### config.mk
export PLATFORM = sky130hd
export DESIGN_NAME = seq_gate_ctrl_flat
export DESIGN_NICKNAME = d
export VERILOG_FILES = /design/src/rtl/seq_gate_pkg.sv /design/src/rtl/seq_gate_ctrl_if.sv /design/src/rtl/seq_pat_match.sv /design/src/rtl/seq_gate_ctrl.sv /design/src/flat_wrapper.sv
export SDC_FILE = /design/constraint.sdc
export NUM_CORES = 1
export LEC_CHECK = 0
export ABC_AREA = 1
export CORE_ASPECT_RATIO = 0.7
export CORE_MARGIN = 1
export CORE_UTILIZATION = 52
export CTS_CLUSTER_DIAMETER = 80
export CTS_CLUSTER_SIZE = 14
export DETAILED_ROUTE_END_ITERATION = 16
export GPL_ROUTABILITY_DRIVEN = 0
export PLACE_DENSITY = 0.86
export SETUP_SLACK_MARGIN = 0.5
export SLEW_MARGIN = 30
export SYNTH_ARGS = -nofsm -noshare
export SYNTH_HDL_FRONTEND = slang
export SYNTH_HIERARCHICAL = 1
export SYNTH_SLANG_ARGS = --single-unit
### constraint.sdc
create_clock -name clk -period 1.7 [get_ports clk]
set_clock_uncertainty 0.2 [all_clocks]
set_input_delay 0.34 -clock clk [delete_from_list [all_inputs] [get_ports clk]]
set_output_delay 0.34 -clock clk [all_outputs]
set_load 0.03 [all_outputs]
### src/rtl/seq_gate_pkg.sv
// Shared types, widths and the elaboration-time pattern fallback function for seq_gate_ctrl.
package seq_gate_pkg;

    typedef enum logic [2:0] {
        IDLE   = 3'd0,
        FPULSE = 3'd1,
        MATCH  = 3'd2,
        GWAIT  = 3'd3,
        PASS   = 3'd4,
        FAIL   = 3'd5
    } state_t;

    localparam int unsigned CNT_W   = 8;
    localparam int unsigned PAT_MAX = 16;

    // Width of a match index able to hold 0..len.
    function automatic int unsigned idx_width(input int unsigned len);
        return $clog2(len + 1);
    endfunction

    // Next match index after receiving bit b with idx bits already matched. Returns the longest
    // prefix of the pattern that is a suffix of (matched bits, b); this covers both the advance
    // (idx+1) and the overlap fallback. Pattern bit 0 received is pat[len-1].
    function automatic int unsigned kmp_next(input logic [PAT_MAX-1:0] pat,
                                             input int unsigned len,
                                             input int unsigned idx,
                                             input logic b);
        int unsigned best;
        int unsigned s;
        logic ok;
        logic sb;
        best = 0;
        for (int unsigned k = 1; k <= PAT_MAX; k++) begin
            if (k <= idx + 1 && k <= len) begin
                ok = 1'b1;
                for (int unsigned j = 0; j < k; j++) begin
                    s  = idx + 1 - k + j;
                    sb = (s == idx) ? b : pat[len - 1 - s];
                    if (sb != pat[len - 1 - j]) ok = 1'b0;
                end
                if (ok) best = k;
            end
        end
        return best;
    endfunction

endpackage

### src/rtl/seq_gate_ctrl_if.sv
// Sensor/actuator signal bundle of seq_gate_ctrl.
// Optional rearm input is present when SEQ_GATE_CTRL_REARM_EN is defined.
interface seq_gate_ctrl_if;

    logic x;
    logic y;
`ifdef SEQ_GATE_CTRL_REARM_EN
    logic rearm;
`endif
    logic f;
    logic g;
    logic done;
    logic pass;

    modport master (
        output x,
        output y,
`ifdef SEQ_GATE_CTRL_REARM_EN
        output rearm,
`endif
        input  f,
        input  g,
        input  done,
        input  pass
    );

    modport slave (
        input  x,
        input  y,
`ifdef SEQ_GATE_CTRL_REARM_EN
        input  rearm,
`endif
        output f,
        output g,
        output done,
        output pass
    );

endinterface

### src/rtl/seq_pat_match.sv
// Overlapping serial pattern matcher: match index register plus a constant fallback table.
module seq_pat_match
    import seq_gate_pkg::*;
#(
    parameter int unsigned          PAT_LEN = 3,
    parameter logic [PAT_LEN-1:0]   PAT     = 3'b101
) (
    input  logic clk,
    input  logic resetn,
    input  logic en,
    input  logic clr,
    input  logic x,
    output logic hit
);

    localparam int unsigned        IDX_W   = idx_width(PAT_LEN);
    localparam logic [PAT_MAX-1:0] PAT_EXT = PAT_MAX'(PAT);

    logic [IDX_W-1:0] idx_q;
    logic [IDX_W-1:0] idx_d;
    logic [IDX_W-1:0] nxt;
    logic [IDX_W-1:0] nxt_tbl [2**IDX_W][2];

    // Table fully sized to the index width so unreachable codes fall back to 0.
    for (genvar i = 0; i < 2**IDX_W; i++) begin : g_idx
        for (genvar b = 0; b < 2; b++) begin : g_bit
            if (i < PAT_LEN) begin : g_live
                localparam int unsigned NXT = kmp_next(PAT_EXT, PAT_LEN, i, 1'(b));
                assign nxt_tbl[i][b] = IDX_W'(NXT);
            end else begin : g_dead
                assign nxt_tbl[i][b] = '0;
            end
        end
    end

    // Next index lookup and hit detection.
    always_comb begin
        nxt   = nxt_tbl[idx_q][x];
        hit   = en && (nxt == IDX_W'(PAT_LEN));
        idx_d = idx_q;
        if (clr) begin
            idx_d = '0;
        end else if (en) begin
            idx_d = hit ? '0 : nxt;
        end
    end

    // Match index register.
    always_ff @(posedge clk or negedge resetn) begin
        if (!resetn) idx_q <= '0;
        else         idx_q <= idx_d;
    end

endmodule

### src/rtl/seq_gate_ctrl.sv
// Start-up/gating controller: f pulse, serial pattern search, then a y-acknowledge window on g.
// Define SEQ_GATE_CTRL_REARM_EN to add the rearm input (PASS/FAIL -> MATCH).
module seq_gate_ctrl
    import seq_gate_pkg::*;
#(
    parameter int unsigned          PAT_LEN  = 3,
    parameter logic [PAT_LEN-1:0]   PAT      = 3'b101,
    parameter int unsigned          Y_WIN    = 2,
    parameter int unsigned          F_CYCLES = 1
) (
    input  logic           clk,
    input  logic           resetn,
    seq_gate_ctrl_if.slave bus
);

    state_t           state_q;
    state_t           state_d;
    logic [CNT_W-1:0] fcnt_q;
    logic [CNT_W-1:0] fcnt_d;
    logic [CNT_W-1:0] wcnt_q;
    logic [CNT_W-1:0] wcnt_d;
    logic             hit;
    logic             rearm_req;

`ifdef SEQ_GATE_CTRL_REARM_EN
    assign rearm_req = bus.rearm;
`else
    assign rearm_req = 1'b0;
`endif

    // Index is held at 0 outside MATCH so every entry into MATCH starts a fresh search.
    seq_pat_match #(
        .PAT_LEN (PAT_LEN),
        .PAT     (PAT)
    ) u_match (
        .clk    (clk),
        .resetn (resetn),
        .en     (state_q == MATCH),
        .clr    (state_q != MATCH),
        .x      (bus.x),
        .hit    (hit)
    );

    // Next-state and counter logic.
    always_comb begin
        state_d = state_q;
        fcnt_d  = fcnt_q;
        wcnt_d  = wcnt_q;
        case (state_q)
            IDLE: begin
                state_d = FPULSE;
                fcnt_d  = '0;
            end
            FPULSE: begin
                if (fcnt_q == CNT_W'(F_CYCLES - 1)) begin
                    state_d = MATCH;
                    fcnt_d  = '0;
                end else begin
                    fcnt_d = fcnt_q + CNT_W'(1);
                end
            end
            MATCH: begin
                if (hit) begin
                    state_d = GWAIT;
                    wcnt_d  = CNT_W'(1);
                end
            end
            GWAIT: begin
                if (bus.y) begin
                    state_d = PASS;
                end else if (wcnt_q == CNT_W'(Y_WIN)) begin
                    state_d = FAIL;
                end else begin
                    wcnt_d = wcnt_q + CNT_W'(1);
                end
            end
            PASS, FAIL: begin
                if (rearm_req) state_d = MATCH;
            end
            default: begin
                state_d = IDLE;
                fcnt_d  = '0;
                wcnt_d  = '0;
            end
        endcase
    end

    // State and counter registers.
    always_ff @(posedge clk or negedge resetn) begin
        if (!resetn) begin
            state_q <= IDLE;
            fcnt_q  <= '0;
            wcnt_q  <= '0;
        end else begin
            state_q <= state_d;
            fcnt_q  <= fcnt_d;
            wcnt_q  <= wcnt_d;
        end
    end

    // Moore output decode.
    always_comb begin
        bus.f    = (state_q == FPULSE);
        bus.g    = (state_q == GWAIT) || (state_q == PASS);
        bus.done = (state_q == PASS) || (state_q == FAIL);
        bus.pass = (state_q == PASS);
    end

endmodule

### src/flat_wrapper.sv
// flat-port wrapper written by rule: the top's interface ports become plain ports
module seq_gate_ctrl_flat import seq_gate_pkg::*;
#(
    parameter int unsigned          PAT_LEN  = 3,
    parameter logic [PAT_LEN-1:0]   PAT      = 3'b101,
    parameter int unsigned          Y_WIN    = 2,
    parameter int unsigned          F_CYCLES = 1
)
  (clk, resetn, bus_x, bus_y, bus_f, bus_g, bus_done, bus_pass);
  seq_gate_ctrl_if bus_i ();
  input  logic clk;
  input  logic resetn;
  input wire logic [$bits(bus_i.x)-1:0] bus_x;
  input wire logic [$bits(bus_i.y)-1:0] bus_y;
  output wire logic [$bits(bus_i.f)-1:0] bus_f;
  output wire logic [$bits(bus_i.g)-1:0] bus_g;
  output wire logic [$bits(bus_i.done)-1:0] bus_done;
  output wire logic [$bits(bus_i.pass)-1:0] bus_pass;
  assign bus_i.x = bus_x;
  assign bus_i.y = bus_y;
  assign bus_f = bus_i.f;
  assign bus_g = bus_i.g;
  assign bus_done = bus_i.done;
  assign bus_pass = bus_i.pass;
  seq_gate_ctrl #(.PAT_LEN(PAT_LEN), .PAT(PAT), .Y_WIN(Y_WIN), .F_CYCLES(F_CYCLES)) u_core (.clk(clk), .resetn(resetn), .bus(bus_i));
endmodule
# --- Word-level counts from Yosys, hierarchy flattened ---
# Cells that the tools add are included.
op_classes:
  add_sub_neg: 2
  n_lt_le_gt_ge: 2
  shifts: 0
  n_eq_ne: 13
  reduce_logical: 11
  n_bitwise: 4
  multipliers: 0
  n_mux: 20
  div_mod_pow: 0
ops:
  columns: ["cell", "n"]
  rows:
  - ["$mux 8", 4]
  - ["$pmux 8 s3", 1]
  - ["$add 8x1->8 const B", 2]
  - ["$pmux 8 s2", 1]
  - ["$pmux 3 s5", 1]
  - ["$mux 2", 6]
  - ["$mux 3", 4]
  - ["$bmux 4 s2", 1]
  - ["$eq 8x2->1 const B", 1]
  - ["$logic_not 8->1", 1]
  - ["$mux 4", 2]
  - ["$reduce_and 4->1", 2]
  - ["$reduce_or 4->1", 2]
  - ["$eq 3x2->1 const B", 2]
  - ["$eq 3x3->1 const B", 2]
  - ["$ne 3x2->1 const B", 2]
  - ["$ne 2x1->1 const B", 2]
  - ["$ne 2x2->1 const B", 2]
  - ["$eq 3x1->1 const B", 1]
  - ["$ge 3x3->1 const B", 1]
  - ["$logic_not 3->1", 1]
  - ["$not 2->3", 1]
  - ["$eq 2x2->1 const B", 1]
  - ["$ge 2x2->1 const B", 1]
  - ["6 further kinds", 8]
totals:
  ram_bits: 0
  n_memories: 0
  register_bits: 21
  romBits: 0
  wordCells: 56
  in_bits: 4
  latch_bits: 0

# --- Depth between registers and ports, before layout ---
# Gate-level depths: netlist of the first run.
depth:
  ltp_word: 12
  depth_mapped: 11
  depth_no_buf: 11

# --- Cells and area by module ---
# The synthesis of the first run kept the hierarchy.
by_module_without_submodules:
  columns: ["module", "seq_area_each_um2", "cells_each", "area_each_um2", "instances"]
  rows:
  - ["seq_gate_ctrl", 475.5, 178, 1244.9, 1]
  - ["seq_pat_match", 50.0, 16, 108.9, 1]

# --- Least setup slack after synthesis of the first run ---
# OpenSTA, ideal clock, no wires.
synth_path:
  kind: "reg2out"
  startpoint: "register u_core.state_q[1]"
  endpoint: "output bus_g"
  t_required_ps: 1160
  path_stages_with_launch: 4
  arrival_time_ps: 1314
  setup_slack_ps: -154
  path_cell_list: "dfrtp_1 -> inv_1 -> nand2_1 -> o21ai_0"
synth_between:
  elab_chain_cells: 2
  elab_cells_between_ends: 3
  classes_between: "eq/ne: 2; reduce/logical: 1"
synth_lines:
  columns: ["item", "line_no", "text"]
  rows:
  - ["start, declared", "seq_gate_ctrl.sv:16", "state_t state_q;"]
  - ["start signal, assigned", "seq_gate_ctrl.sv:95", "state_q <= state_d;"]
  - ["$eq 3x2->1 / $eq 3x3->1 (equally long branches)", "seq_gate_ctrl.sv:104", "bus.g = (state_q == GWAIT) || (state_q == PASS);"]
  - ["$logic_or 1x1->1 (*)", "seq_gate_ctrl.sv:104", null]
  - ["end, declared", "flat_wrapper.sv:16", "output wire logic [$bits(bus_i.g)-1:0] bus_g;"]
# Mark *: on every way between the ends. The rest lies on a longest branch, timed or not.

# --- Worst setup path after layout of the first run ---
layout_path:
  startpoint: "register u_core.state_q[2]"
  endpoint: "register u_core.wcnt_q[0]"
layout_between:
  elab_chain_cells: 4
  elab_cells_between_ends: 14
  classes_between: "eq/ne: 8; mux: 1; bitwise: 1; reduce/logical: 4"
layout_lines:
  columns: ["item", "line_no", "text"]
  rows:
  - ["$eq 3x2->1", "seq_gate_ctrl.sv:38", ".en (state_q == MATCH),"]
  - ["$logic_and 1x1->1", "seq_pat_match.sv:39", "hit = en && (nxt == IDX_W'(PAT_LEN));"]
  - ["via u_core.hit", "seq_gate_ctrl.sv:22", "logic hit;"]
  - ["$ne 2x1->1 (no line)", null, null]
  - ["$reduce_and 4->1 (no line)", null, null]
  - ["end signal, assigned", "seq_gate_ctrl.sv:97", "wcnt_q <= wcnt_d;"]
  - ["end, declared", "seq_gate_ctrl.sv:20", "logic [CNT_W-1:0] wcnt_q;"]
# The timed path passes the listed nets, and every way through them passes these cells.
# A chain may end at the register's enable or synchronous reset.

==> flow_metrics.env, run 1 <==
export IMPL_status="finished, violations left"
export IMPL_violations="setup timing"
export IMPL_cts_tree="built"
export IMPL_synth_top_area_cell="dfrtp_1"
export IMPL_ff_latch_area_um2=527
export IMPL_fin_area_um2=2070
export IMPL_layout_setup_ws_ns=-0.121
export IMPL_layout_drive_gt1_share_pct=42.7
export IMPL_ys_seq_elements=21
export IMPL_grt_pass1_wl_mm=7.42
export IMPL_relSlewSlack_pct=71.3
export IMPL_cp_required_ns=1.72
export IMPL_die_area_um2=2810
export IMPL_crit_path_end_kind="register"
export IMPL_areaGrowthSynthToFinish_pct=53.1
export IMPL_path_clk_slew_ns=0.08
export IMPL_power_density_nw_per_um2=424
export IMPL_drt_wl_total_mm=5.61
export IMPL_worstSetupStartpointType="register"
export IMPL_avgSynthCellArea_um2=6.98
export IMPL_crit_fanout=7
export IMPL_yosys_warnings=6
export IMPL_floorplan_die_width_um=63.0
export IMPL_yosysSeqAreaShare_pct=38.8
export IMPL_drtIter0Drc=266
export IMPL_reg2reg_from="u_core/state_q[2]"
export IMPL_max_cap_violations=0
export IMPL_synth_area_leaders="dfrtp_1, nand2_1, inv_1, nand3_1, nor2_1"
export IMPL_fmax_mhz=549
export IMPL_final_nets=248
export IMPL_ioPinCount=8
export IMPL_portBuffers=7
export IMPL_initial_core_util_pct=55.1
export IMPL_final_max_slew_violation_count=0
export IMPL_netlist_top_cells_count="nand2_1, inv_1, dfrtp_1"
export IMPL_synthFlopType="dfrtp_1"
export IMPL_post_drt_wl_per_cell_um=20.5
export IMPL_finalCriticalPeriod_ns=1.82
export IMPL_synth_top_cell_area_share_pct=38.8
export IMPL_cts_made_buffers=3
export IMPL_synth_edf_count=0
export IMPL_clk_latency_ns=0.28
export IMPL_chipHeight_um=44.7
export IMPL_cts_max_level=1
export IMPL_timing_hold_ws_ns=0.206
export IMPL_rsz0062_at_grt="yes"
export IMPL_cts_buffer_depth=2
export IMPL_drt_vias_per_instance=6.36
export IMPL_detail_route_first_pass_iterations=6
export IMPL_synthesis_nets=202
export IMPL_tightest_slew_ns=0.429
export IMPL_yosysMostFrequentCell="nand2_1"
export IMPL_rows=15
export IMPL_n_antenna_cell=0
export IMPL_hold_class="in -> async"
export IMPL_grt_usage_pct=36.1
export IMPL_crit_start="u_core/state_q[2]"
export IMPL_ys_types=25
export IMPL_async_flop_share_pct=100
export IMPL_core_area_um2=2460
export IMPL_dpl_cell_area_um2=1580
export IMPL_critPathKind="reg -> reg"
export IMPL_grt_overflow=0
export IMPL_grt_max_degree=22
export IMPL_syn_area_um2=1350
export IMPL_ant_nets=0
export IMPL_cts_sinks=21
export IMPL_arrival_ns=1.84
export IMPL_netlist_instances=194
export IMPL_via_count=1735
export IMPL_fill_cells=121
export IMPL_multi_input_area_um2=997
export IMPL_root_buffer="clkbuf_8"
export IMPL_drc_errors=0
export IMPL_grt_pass1_vias=1535
export IMPL_finalCritPeriodShare_pct=107
export IMPL_hpwl_mm=2.28
export IMPL_setup_violations=14
export IMPL_finalHoldViolations=0
export IMPL_antenna_found_initial=0
export IMPL_irDropWorstVdd_uv=445
export IMPL_power_leakage_nw=0.998
-- logic make-up (layout without fill, tap and decap cells) --
family | count (synthesis) | in the layout | synth area share (%)
AO/OA/AOI/OAI | 16 | 16 | 6.75
XOR/XNOR | 5 | 5 | 3.23
adder cells (fa/ha/maj) | 4 | 4 | 3.70
buffers and inverters | 26 | 71 | 7.21
flip-flops | 21 | 21 | 38.8
AND/OR/NAND/NOR | 122 | 122 | 40.3
-- registers in the layout (all words and copies together), names as in the netlist --
signal	cells
u_core/state_q	3
u_core/wcnt_q	8
u_core/u_match/idx_q	2
u_core/fcnt_q	8
-- worst max-delay path, cell delays in order (launching register included) --
cell and delay, ns:
dfrtp_1 0.40, inv_2 0.09, buf_6 0.10, nand3_4 0.07
inv_2 0.08, inv_2 0.05, nor2_4 0.14, nor2_4 0.07
nor2_4 0.12, inv_2 0.06, nor2_4 0.21, nand2_1 0.10
nand2_1 0.09
-- worst paths after layout --
path / slack, ns / depth (start not counted) / end
min in group clk: 0.30 / 2 / u_core/u_match/idx_q[0]
min: 0.21 / 2 / u_core/fcnt_q[4]
max reg2reg: -0.12 / 12 / u_core/wcnt_q[0]
max in group asynchronous: 0.84 / 2 / u_core/state_q[1]
max: -0.12 / 12 / u_core/wcnt_q[0]
min reg2reg: 0.30 / 2 / u_core/u_match/idx_q[0]
-- metrics by stage --
step	utilization (%)	TNS, ns	setup WS (ns)	total power, W	instances
after detailed placement	64.1	-1.59	-0.199	0.000533	245
after CTS	80.1	-0.0648	-0.0496	0.000862	268
after global routing	84.3	-1.97	-0.248	0.000889	273
after global placement	64.1	-1.18	-0.153	0.000532	245
final	84.3	-1.13	-0.121	0.000878	273
after floorplan	-	0	0.0979	0.000511	194
-- what timing repair did --
item,CTS,global route
gates resized for setup,49,16
setup buffers,19,5
hold buffers,0,0
endpoints found under the setup margin,25,25
pin swaps,26,14
-- layout make-up --
| cell class | count | share of cell area, % |
|---|---|---|
| multi-input cells | 147 | 48.1 |
| flip-flops and latches | 21 | 25.4 |
| repair buffers | 41 | 17.4 |
| inverters | 26 | 4.83 |
| clock buffers | 4 | 2.17 |
| well taps | 34 | 2.05 |
-- layer usage --
metal	GRT usage (%)	vias up	share of wire, %
li1	-	704	-
met1	42.6	792	37
met2	62.8	176	43
met3	8.08	63	12
met4	20.5	0	7.8
met5	0	-	0
-- cell usage in the layout (no fill, tap or decap), drive strengths merged --
cell and instances:
o21bai 1, nor2 24, o21ai 10, inv 26, nor3 3, clkdlybuf4s50 3, nor3b 1, xor2 4
a211oi 1, nand2 70, nand3 20, dfrtp 21, xnor2 1, a21oi 2, ha 4, clkbuf 4
nand4 1, o22ai 2, or2 3, buf 38
-- where the power goes --
group	switching [W]	leakage (nW)	internal [W]	total, W
Sequential	0	0.287	0.000499	0.000499
Clock	0.000184	0.0228	0.000168	0.000353
Combinational	0.0000163	0.688	0.00000992	0.0000263
No activity file was read; power rests on OpenSTA's default activity.
==> inputs of run 2 (changes only) <==
--- a/config.mk
+++ b/config.mk
@@ -7,7 +7,7 @@
 export LEC_CHECK = 0
 export ABC_AREA = 1
 export CORE_ASPECT_RATIO = 0.7
-export CORE_MARGIN = 1
+export CORE_MARGIN = 3
 export CORE_UTILIZATION = 52
 export CTS_CLUSTER_DIAMETER = 80
 export CTS_CLUSTER_SIZE = 14
==> flow_metrics.env, run 2 (synthesized netlist as in run 1, its figures left out) <==
export IMPL_status="finished, violations left"
export IMPL_violations="setup timing"
export IMPL_drc_errors=0
export IMPL_initial_core_util_pct=58.5
export IMPL_grt_pass1_wl_mm=6.91
export IMPL_detail_route_first_pass_iterations=10
export IMPL_cts_sinks=21
export IMPL_grt_overflow=0
export IMPL_core_area_um2=2310
export IMPL_tightest_slew_ns=0.397
export IMPL_cts_made_buffers=3
export IMPL_fill_cells=97
export IMPL_drt_wl_total_mm=5.48
export IMPL_antenna_found_initial=0
export IMPL_hold_buffers=0
export IMPL_cts_tree="built"
export IMPL_timing_hold_ws_ns=0.205
export IMPL_n_antenna_cell=0
export IMPL_rows=14
export IMPL_crit_fanout=8
export IMPL_critPathKind="reg -> reg"
export IMPL_hpwl_mm=2.59
export IMPL_portBuffers=7
export IMPL_hold_class="in -> async"
export IMPL_fmax_mhz=529
export IMPL_final_max_slew_violation_count=0
export IMPL_r2r_slack_ns=-0.19
export IMPL_ff_latch_area_um2=532
export IMPL_crit_path_end_kind="register"
export IMPL_layout_drive_gt1_share_pct=43.0
export IMPL_finalCritPeriodShare_pct=111
export IMPL_final_nets=244
export IMPL_cp_top_family="simple AND/OR/NAND/NOR gates"
export IMPL_relSlewSlack_pct=73.3
export IMPL_reg2reg_to="u_core/wcnt_q[6]"
export IMPL_power_density_nw_per_um2=437
export IMPL_rsz0062_at_grt="yes"
export IMPL_critical_path_slowest_cell="dfrtp_2"
export IMPL_r2r_cells=11
export IMPL_power_leakage_nw=0.938
export IMPL_areaGrowthSynthToFinish_pct=47.0
export IMPL_reg_top3="u_core/fcnt_q: 8 flops, u_core/wcnt_q: 8 flops, u_core/state_q: 3 flops"
export IMPL_drtIter0Drc=319
export IMPL_post_drt_wl_per_cell_um=20.5
export IMPL_ioPinCount=8
export IMPL_via_count=1712
export IMPL_chipHeight_um=48.7
export IMPL_root_buffer="clkbuf_8"
export IMPL_path_cells="buf_6 -> nand3_4 -> inv_2 -> inv_2 -> nor2_4 -> nor2_4 -> nor2_4 -> buf_4 -> nand2_4 -> nand2_1 -> nand2_1"
export IMPL_layout_setup_ws_ns=-0.190
export IMPL_arrival_ns=1.86
export IMPL_final_common_cell="nand2_1"
export IMPL_slowest_delay_ns=0.45
export IMPL_finalSetupTns_ns=-1.53
export IMPL_grt_pass1_vias=1485
export IMPL_reg2reg_from="u_core/state_q[1]"
export IMPL_cts_max_level=1
export IMPL_max_cap_violations=0
export IMPL_timing_critical_path_buf_inv=4
export IMPL_cts_buffer_depth=2
export IMPL_fin_util_pct=86.1
export IMPL_worstSetupStartpointType="register"
export IMPL_grt_max_degree=22
export IMPL_finalHoldViolations=0
export IMPL_layout_common_cells="nand2_1, buf_4, dfrtp_1"
export IMPL_floorplan_die_width_um=67.0
export IMPL_cp_required_ns=1.67
export IMPL_grt_usage_pct=27.6
export IMPL_die_area_um2=3260
export IMPL_clk_latency_ns=0.27
export IMPL_finalCriticalPeriod_ns=1.89
export IMPL_path_clk_slew_ns=0.09
export IMPL_drt_vias_per_instance=6.41
export IMPL_irDropWorstVdd_uv=440
export IMPL_crit_top_cell="nor2_4"
export IMPL_ant_nets=0
export IMPL_setup_violations=14
export IMPL_multi_input_area_um2=952
run 2: cell count changes in the layout (fill, tap and decap cells not counted), moves of 2 or more:
cell / change
buf_6: -3
dfrtp_1: -4
dfrtp_2: +4
ha_2: -2
inv_1: -2
nand3_1: +2
nor2_2: +3
nor2_4: -3
o21ai_2: +2
run 2: timing repair:
item | in CTS | in global routing
endpoints found under the hold margin | 0 | 0
setup endpoints to repair | 25 | 25
buffers inserted | 15 | 8
pin swaps | 14 | 14
resized for setup | 34 | 27
run 2: per-stage QoR:
stage                     setup WS [ns]  power (W)  cell area [um^2]  cells
final                            -0.190   0.000869              1990    267
after detailed placement         -0.267   0.000531              1550    240
after global routing             -0.248   0.000909              1990    267
after CTS                       0.00856   0.000855              1830    259
after floorplan                  0.0979   0.000511              1400    194
after global placement           -0.173   0.000530              1550    240
run 2: worst max path at each step:
stage                 startpoint                to  slack (ns)  cells after the start
5_1_grt        u_core/state_q[2]  u_core/wcnt_q[6]       -0.25                     11
3_3_place_gp               bus_x  u_core/wcnt_q[7]       -0.17                      9
6_report       u_core/state_q[1]  u_core/wcnt_q[6]       -0.19                     11
3_5_place_dp               bus_x  u_core/wcnt_q[7]       -0.27                      9
2_1_floorplan  u_core/state_q[2]  u_core/wcnt_q[0]         0.1                     11
4_1_cts        u_core/state_q[1]             bus_g       0.009                      4
run 2: final cells by class:
class / count / share of cell area, %
multi-input combinational: 147 / 47.8
sequential: 21 / 26.7
timing repair buffer: 37 / 16.0
inverter: 26 / 5.15
clock buffer: 4 / 2.26
tap: 32 / 2.01
run 2: where the power goes:
group | switching, W | internal, W
sequential | 0 | 0.000499
clock | 0.000178 | 0.000168
combinational | 0.0000162 | 0.00000840
run 2: layer usage:
metal	GRT usage (%)	wire [um]	vias up	part of all wire, %
li1	-	-	692	-
met1	35.6	1990	780	36
met2	42.9	2290	187	42
met3	8.10	812	53	15
met4	11.1	384	0	7.0
met5	0	0	-	0
